--- src/rtl/ifu_ibuf_pkg.sv ---
// Shared constants for the instruction buffer between fetch and decode.
package ifu_ibuf_pkg;

   // Canonical RISC-V NOP (addi x0, x0, 0), presented to decode when the buffer is empty.
   localparam logic [31:0] NOP_INSTR = 32'h0000_0013;

endpackage

--- src/rtl/ifu_ibuf_sync_fifo.sv ---
// sync_fifo: small synchronous FIFO with occupancy count and synchronous clear.
// Entry storage is deliberately not reset; only pointers and count are.
module sync_fifo #(
   parameter int unsigned DEPTH = 4,
   parameter int unsigned W     = 8
) (
   input  logic                     clk,
   input  logic                     rst_n,
   input  logic                     push,
   input  logic                     pop,
   input  logic                     clr,
   input  logic [W-1:0]             din,
   output logic [W-1:0]             dout,
   output logic [$clog2(DEPTH):0]   count
);

   localparam int unsigned PTR_W = $clog2(DEPTH);
   localparam int unsigned CNT_W = PTR_W + 1;

   logic [W-1:0]     mem_q [DEPTH];
   logic [W-1:0]     mem_d [DEPTH];
   logic [PTR_W-1:0] wrptr_q, wrptr_d;
   logic [PTR_W-1:0] rdptr_q, rdptr_d;
   logic [CNT_W-1:0] count_q, count_d;

   // Next-state for storage, pointers and occupancy.
   always_comb begin
      mem_d   = mem_q;
      wrptr_d = wrptr_q;
      rdptr_d = rdptr_q;
      count_d = count_q;
      if (push) begin
         mem_d[wrptr_q] = din;
         wrptr_d        = wrptr_q + PTR_W'(1);
      end
      if (pop) begin
         rdptr_d = rdptr_q + PTR_W'(1);
      end
      if (push && !pop) begin
         count_d = count_q + CNT_W'(1);
      end else if (pop && !push) begin
         count_d = count_q - CNT_W'(1);
      end
      if (clr) begin
         wrptr_d = '0;
         rdptr_d = '0;
         count_d = '0;
      end
   end

   // Pointer and count registers with synchronous active-low reset.
   always_ff @(posedge clk) begin
      if (!rst_n) begin
         wrptr_q <= '0;
         rdptr_q <= '0;
         count_q <= '0;
      end else begin
         wrptr_q <= wrptr_d;
         rdptr_q <= rdptr_d;
         count_q <= count_d;
      end
   end

   // Entry storage, no reset.
   always_ff @(posedge clk) begin
      mem_q <= mem_d;
   end

   assign dout  = mem_q[rdptr_q];
   assign count = count_q;

endmodule

--- src/rtl/ifu_ibuf.sv ---
// ifu_ibuf: {pc, instr} buffer between fetch and decode with fetch back-pressure
// and discard of stale responses after a redirect.
module ifu_ibuf
   import ifu_ibuf_pkg::*;
#(
   parameter int unsigned DEPTH   = 4,
   parameter int unsigned PC_W    = 64,
   parameter int unsigned INSTR_W = 32
) (
   input  logic               clk,
   input  logic               rst_n,
   input  logic               flush_i,
   input  logic               fetch_req_i,
   input  logic               fetch_valid_i,
   input  logic [INSTR_W-1:0] fetch_instr_i,
   input  logic [PC_W-1:0]    fetch_pc_i,
   output logic               fetch_hold_o,
   output logic               id_valid_o,
   input  logic               id_ready_i,
   output logic [INSTR_W-1:0] id_instr_o,
   output logic [PC_W-1:0]    id_pc_o,
   output logic               ovf_o
);

   localparam int unsigned CNT_W  = $clog2(DEPTH) + 1;
   localparam int unsigned FIFO_W = PC_W + INSTR_W;
   localparam logic [CNT_W-1:0] FULL_CNT = CNT_W'(DEPTH);
   localparam logic [CNT_W-1:0] HOLD_CNT = CNT_W'(DEPTH - 1);

   logic [CNT_W-1:0]  count;
   logic [FIFO_W-1:0] dout;
   logic              push, pop, accept;
   logic              out_q, out_d;
   logic              drop_q, drop_d;
   logic              ovf_q, ovf_d;

   sync_fifo #(
      .DEPTH (DEPTH),
      .W     (FIFO_W)
   ) u_fifo (
      .clk   (clk),
      .rst_n (rst_n),
      .push  (push),
      .pop   (pop),
      .clr   (flush_i),
      .din   ({fetch_pc_i, fetch_instr_i}),
      .dout  (dout),
      .count (count)
   );

   // Handshake gating, overflow detection and outstanding/stale-response tracking.
   always_comb begin
      pop    = (count != '0) & id_ready_i & ~flush_i;
      accept = fetch_valid_i & ~flush_i & ~drop_q;
      push   = accept & ((count < FULL_CNT) | pop);
      ovf_d  = accept & (count == FULL_CNT) & ~pop;

      // A request in the same cycle as a response wins: that response belongs to an older request.
      out_d = out_q;
      if (fetch_req_i) begin
         out_d = 1'b1;
      end else if (fetch_valid_i) begin
         out_d = 1'b0;
      end

      // Drop the next response if a pre-redirect request is still in flight after the flush.
      drop_d = drop_q;
      if (flush_i) begin
         drop_d = (out_q & ~fetch_valid_i) | fetch_req_i;
      end else if (fetch_valid_i) begin
         drop_d = 1'b0;
      end
   end

   // Tracker and overflow pulse registers.
   always_ff @(posedge clk) begin
      if (!rst_n) begin
         out_q  <= 1'b0;
         drop_q <= 1'b0;
         ovf_q  <= 1'b0;
      end else begin
         out_q  <= out_d;
         drop_q <= drop_d;
         ovf_q  <= ovf_d;
      end
   end

   // Decode-facing outputs and fetch hold, all from registered state.
   always_comb begin
      id_valid_o   = (count != '0);
      fetch_hold_o = (count >= HOLD_CNT);
      ovf_o        = ovf_q;
      if (id_valid_o) begin
         id_pc_o    = dout[FIFO_W-1:INSTR_W];
         id_instr_o = dout[INSTR_W-1:0];
      end else begin
         id_pc_o    = '0;
         id_instr_o = INSTR_W'(NOP_INSTR);
      end
   end

endmodule

--- config.mk ---
export PLATFORM = sky130hd
export DESIGN_NAME = ifu_ibuf
export DESIGN_NICKNAME = d
export VERILOG_FILES = /design/src/rtl/ifu_ibuf_pkg.sv /design/src/rtl/ifu_ibuf_sync_fifo.sv /design/src/rtl/ifu_ibuf.sv
export SDC_FILE = /design/constraint.sdc
export NUM_CORES = 1
export LEC_CHECK = 0
export CORE_ASPECT_RATIO = 0.7
export CORE_UTILIZATION = 49
export DETAILED_ROUTE_END_ITERATION = 16
export PLACE_DENSITY = 0.75
export SYNTH_ARGS = -nofsm -noshare
export SYNTH_HDL_FRONTEND = slang
export SYNTH_HIERARCHICAL = 1
export SYNTH_SLANG_ARGS = --single-unit
--- constraint.sdc ---
create_clock -name clk -period 3.75 [get_ports clk]
set_input_delay 0.5625 -clock clk [delete_from_list [all_inputs] [get_ports clk]]
set_output_delay 0.5625 -clock clk [all_outputs]
set_load 0.05 [all_outputs]
==> metrics list <==
- Status: finished clean
* Row count: 53
* Total number of nets in the final design: 996
- The placed instances occupy a cell area of 17630 um2.
* Power density over cell area: 495.1 nW/um2
- In this run the horizontal extent of the chip is 211.7 um.
* Detailed Route WL: 28.74 mm
* Post-layout worst setup margin: 421.7 ps
- Cell count after synthesis: 665
- STA puts the critical path data arrival time at 2770 ps.
* Deepest clock path buffer count: 3
- End of the worst register-to-register path: u_fifo/count[2]
- STA classifies the critical path endpoint as a primary output.
- Of the post-synthesis cell area, the dominant cell type holds 0.7647.
- Clock latency on the worst-skew pair: 520 ps
- Counting flops with an async set or reset pin after synthesis yields a share of 0.
- The number of hold buffers added after CTS was 0.
- For this design the total switching power over the nets is 2.050 mW.
- The initial antenna violation count is 3.
* Predominant post-synthesis flop cell: sky130_fd_sc_hd__edfxtp_1
- Total of cells resized after clock tree synthesis: 0
- IO Count: 201
- The first global-routing pass estimated 44.21 mm of wire.
- The smallest clock period supported by the final layout is computed as 3328 ps.
- Cell internal power was estimated by the tool at 7.240 mW.
- At the placement stage, the worst setup path has a slack of 873.2 ps.
- Weighted congestion reported at the end of routability-driven placement: 0.7231
- Fin crit share: 0.8875
- In the routed layout, each cell is associated on average with a via count of 5.359.
* Number of I/O port buffers: 200
- At the worst endpoint, the required time is 3190 ps.
- Chip height: 148.8 um
* Critical path fanouts, max: 57
* Worst slew margin relative to its limit: 0.5492
* Initial core utilization: 0.5008
- Setup TNS: 0 ps
* Clock tree root buffer cell: sky130_fd_sc_hd__clkbuf_16
- Flop-to-flop setup slack: 1190 ps
* Residual antenna-violating net count after detailed routing: 0
- Worst Clk Skew: 9.320 ps
* Post-synth net total: 773
- After clock tree synthesis, the clock-pin slew on the worst setup and hold paths is 60 ps.
- Via count of the first global-routing pass: 7493
- Once layout is done, the placed cells without fillers occupy 18760 um2.
- # Post-CTS Setup Buffers: 0
- The die covers 31490 um2.
- Maximum level of the CTS H-tree: 2
* Number of cells after detailed placement: 1260
- Gr ovfl total: 0
* Post-detailed-placement half-perimeter wirelength: 17.12 mm
- Of the cells placed in the final design, the portion with a size suffix greater than 1 is 0.2055.
- Counting flops with a built-in enable in the synthesized netlist gives 384.
* Starting DRC count in detailed routing: 460
- Largest net degree at the start of global routing: 58
- Dividing the synthesized area by the synthesized cell count gives 22.67 um2.
- Worst voltage drop across the vdd grid: 0.0003873 V
- The synthesized netlist occupies a cell area of 15080 um2.
- DRC violations left: 0
* Standby leakage power: 5.896 nW
- The max-slew violation count was 0.
- Count of clock tree sinks: 394
- The Yosys step of the flow raised 6 warnings.
- The first TritonRoute pass finished after 5 iterations.
- The path class of the tightest hold or removal check is reg2reg.
- Final cell count without fillers: 1327
- In this run the worst setup path begins at u_fifo/rdptr_q[0].
* Fill count: 2143
- Of the total power, the clock network draws 0.379.
- sky130_fd_sc_hd__edfxtp_1 takes more of the synthesized area than any other cell.
* Distinct cell type count after synthesis: 31
* Number of endpoints with negative hold slack in the final report: 0
- For this run, the total global-route usage over all layers was measured as 0.1893.
- The area growth from synthesis to layout is 24.43%.
- Worst Min Path Start: out_q
- Overall power consumption after layout is estimated at 9.290 mW.
- For this run, the register share of the synthesized area comes to 0.7780.
- Antenna diode instance count: 0
* Slew at the pin with the worst max-slew slack: 676.3 ps
- FF-to-FF Start: u_fifo/count[1]
- DR WL/cell: 21.65 um
- TritonCTS built the clock tree.
- Capturing instance or port of the critical path: id_pc_o[9]
- The number of clock buffers added by TritonCTS is 38.
* Synthesized flop and latch total: 394
- The final route contains 7111 vias.
- The core region is 30110 um2.
- The worst setup path is launched from a flop.
- Switching share of power: 0.2206
- Setup repair after global routing left no endpoint under its margin.
- Reg power frac: 0.529
- Across the run, the number of max-cap violations was 0.
- Cells on worst reg2reg path: 9
- By area the synthesized netlist is led by sky130_fd_sc_hd__edfxtp_1, sky130_fd_sc_hd__mux4_2, sky130_fd_sc_hd__and2_1.
- Final-report setup violation count: 0
- Max Clk Rate: 300.5 MHz
* Kind of critical path: reg2out
* Part of the power in combinational logic: 0.092
## kinds of logic after synthesis
| kind of cell | count (synthesis) | share of synthesized area |
|---|---|---|
| simple gates | 119 | 0.05136 |
| buf+inv | 38 | 0.01560 |
| xor+xnor | 5 | 0.002905 |
| mux | 98 | 0.1447 |
| flops | 394 | 0.7780 |
| compound gates | 5 | 0.001909 |
| fa+ha+maj | 6 | 0.005477 |
## cell usage after synthesis (2+ instances only)
cell type                  count
sky130_fd_sc_hd__ha_1          5
sky130_fd_sc_hd__inv_1         5
sky130_fd_sc_hd__buf_2        13
sky130_fd_sc_hd__mux2i_1       2
sky130_fd_sc_hd__buf_6         6
sky130_fd_sc_hd__nor2b_1       2
sky130_fd_sc_hd__clkbuf_1     11
sky130_fd_sc_hd__nand2_1       2
sky130_fd_sc_hd__a21oi_1       2
sky130_fd_sc_hd__dfxtp_1      10
sky130_fd_sc_hd__xor2_1        3
sky130_fd_sc_hd__or3_1         2
sky130_fd_sc_hd__and2_1       77
sky130_fd_sc_hd__nor2_1        7
sky130_fd_sc_hd__nand2b_1      4
sky130_fd_sc_hd__and2_4       20
sky130_fd_sc_hd__mux4_2       96
sky130_fd_sc_hd__xnor2_1       2
sky130_fd_sc_hd__edfxtp_1    384
## power by group through the flow
stage	logic (mW)	registers [mW]	clock network [mW]
floorplan	0.500	5.01	0
detailed placement	0.858	5.01	0
finish	0.852	4.92	3.52
CTS	0.863	4.92	3.61
global route	0.900	4.92	3.78
global placement	0.847	5.01	0
## flip-flops by register name (all words and copies together), names as in the netlist
signal / flops
ovf_o: 1
u_fifo/mem_q: 384
u_fifo/count: 3
u_fifo/rdptr_q: 2
out_q: 1
u_fifo/wrptr_q: 2
drop_q: 1
## worst min-delay path by stage
stage / end / slack, ps / cells after the start
floorplan: out_q / 470 / 2
global placement: out_q / 480 / 2
detailed placement: out_q / 500 / 2
CTS: out_q / 510 / 2
global route: out_q / 570 / 2
finish: out_q / 510 / 2
## layer usage
metal / wire length (um) / vias up / global-route usage / part of all wire
li1: - / 3139 / - / -
met1: 12200 / 3693 / 0.2685 / 0.42
met2: 13740 / 241 / 0.2956 / 0.48
met3: 2454 / 36 / 0.05221 / 0.085
met4: 327 / 2 / 0.04384 / 0.011
met5: 13 / - / 0 / 0.00045
## worst max-delay path: stages (launching register included)
cell	delay [ps]
sky130_fd_sc_hd__dfxtp_4	370
sky130_fd_sc_hd__buf_12	390
sky130_fd_sc_hd__mux4_2	560
sky130_fd_sc_hd__and2_1	160
sky130_fd_sc_hd__clkdlybuf4s50_1	700
## layout make-up
type | instances | area [um2] | share of cell area
sequential | 394 | 11740 | 0.6257
tap | 412 | 515.5 | 0.02748
timing repair buffer | 216 | 2235 | 0.1191
clock buffer | 53 | 1028 | 0.05482
inverter | 5 | 18.77 | 0.001000
multi-input combinational | 233 | 3123 | 0.1665
clock inverter | 14 | 102.6 | 0.005468
## placed cells by master, fill, tap and decap left out, drive strengths merged, types with 2 or more instances in the layout
cell type	Yosys	final
edfxtp	384	384
clkinv	0	9
xor2	3	3
ha	5	5
nand2b	4	4
inv	5	7
clkbuf	11	53
buf	22	16
a21oi	2	2
nand2	2	2
mux4	96	96
nor2	7	7
dfxtp	10	10
clkdlybuf4s50	0	200
mux2i	2	2
nor2b	2	2
clkinvlp	0	2
xnor2	2	2
or3	2	2
and2	97	97
## stage by stage
step / utilization / hold WS [ps]
4_1_cts: 0.6232 / 512.7
3_3_place_gp: 0.5856 / 484.7
5_1_grt: 0.6232 / 567.5
2_1_floorplan: - / 465.3
3_5_place_dp: 0.5856 / 498.9
6_report: 0.6232 / 510.1
(Power assumes the default switching activity.)
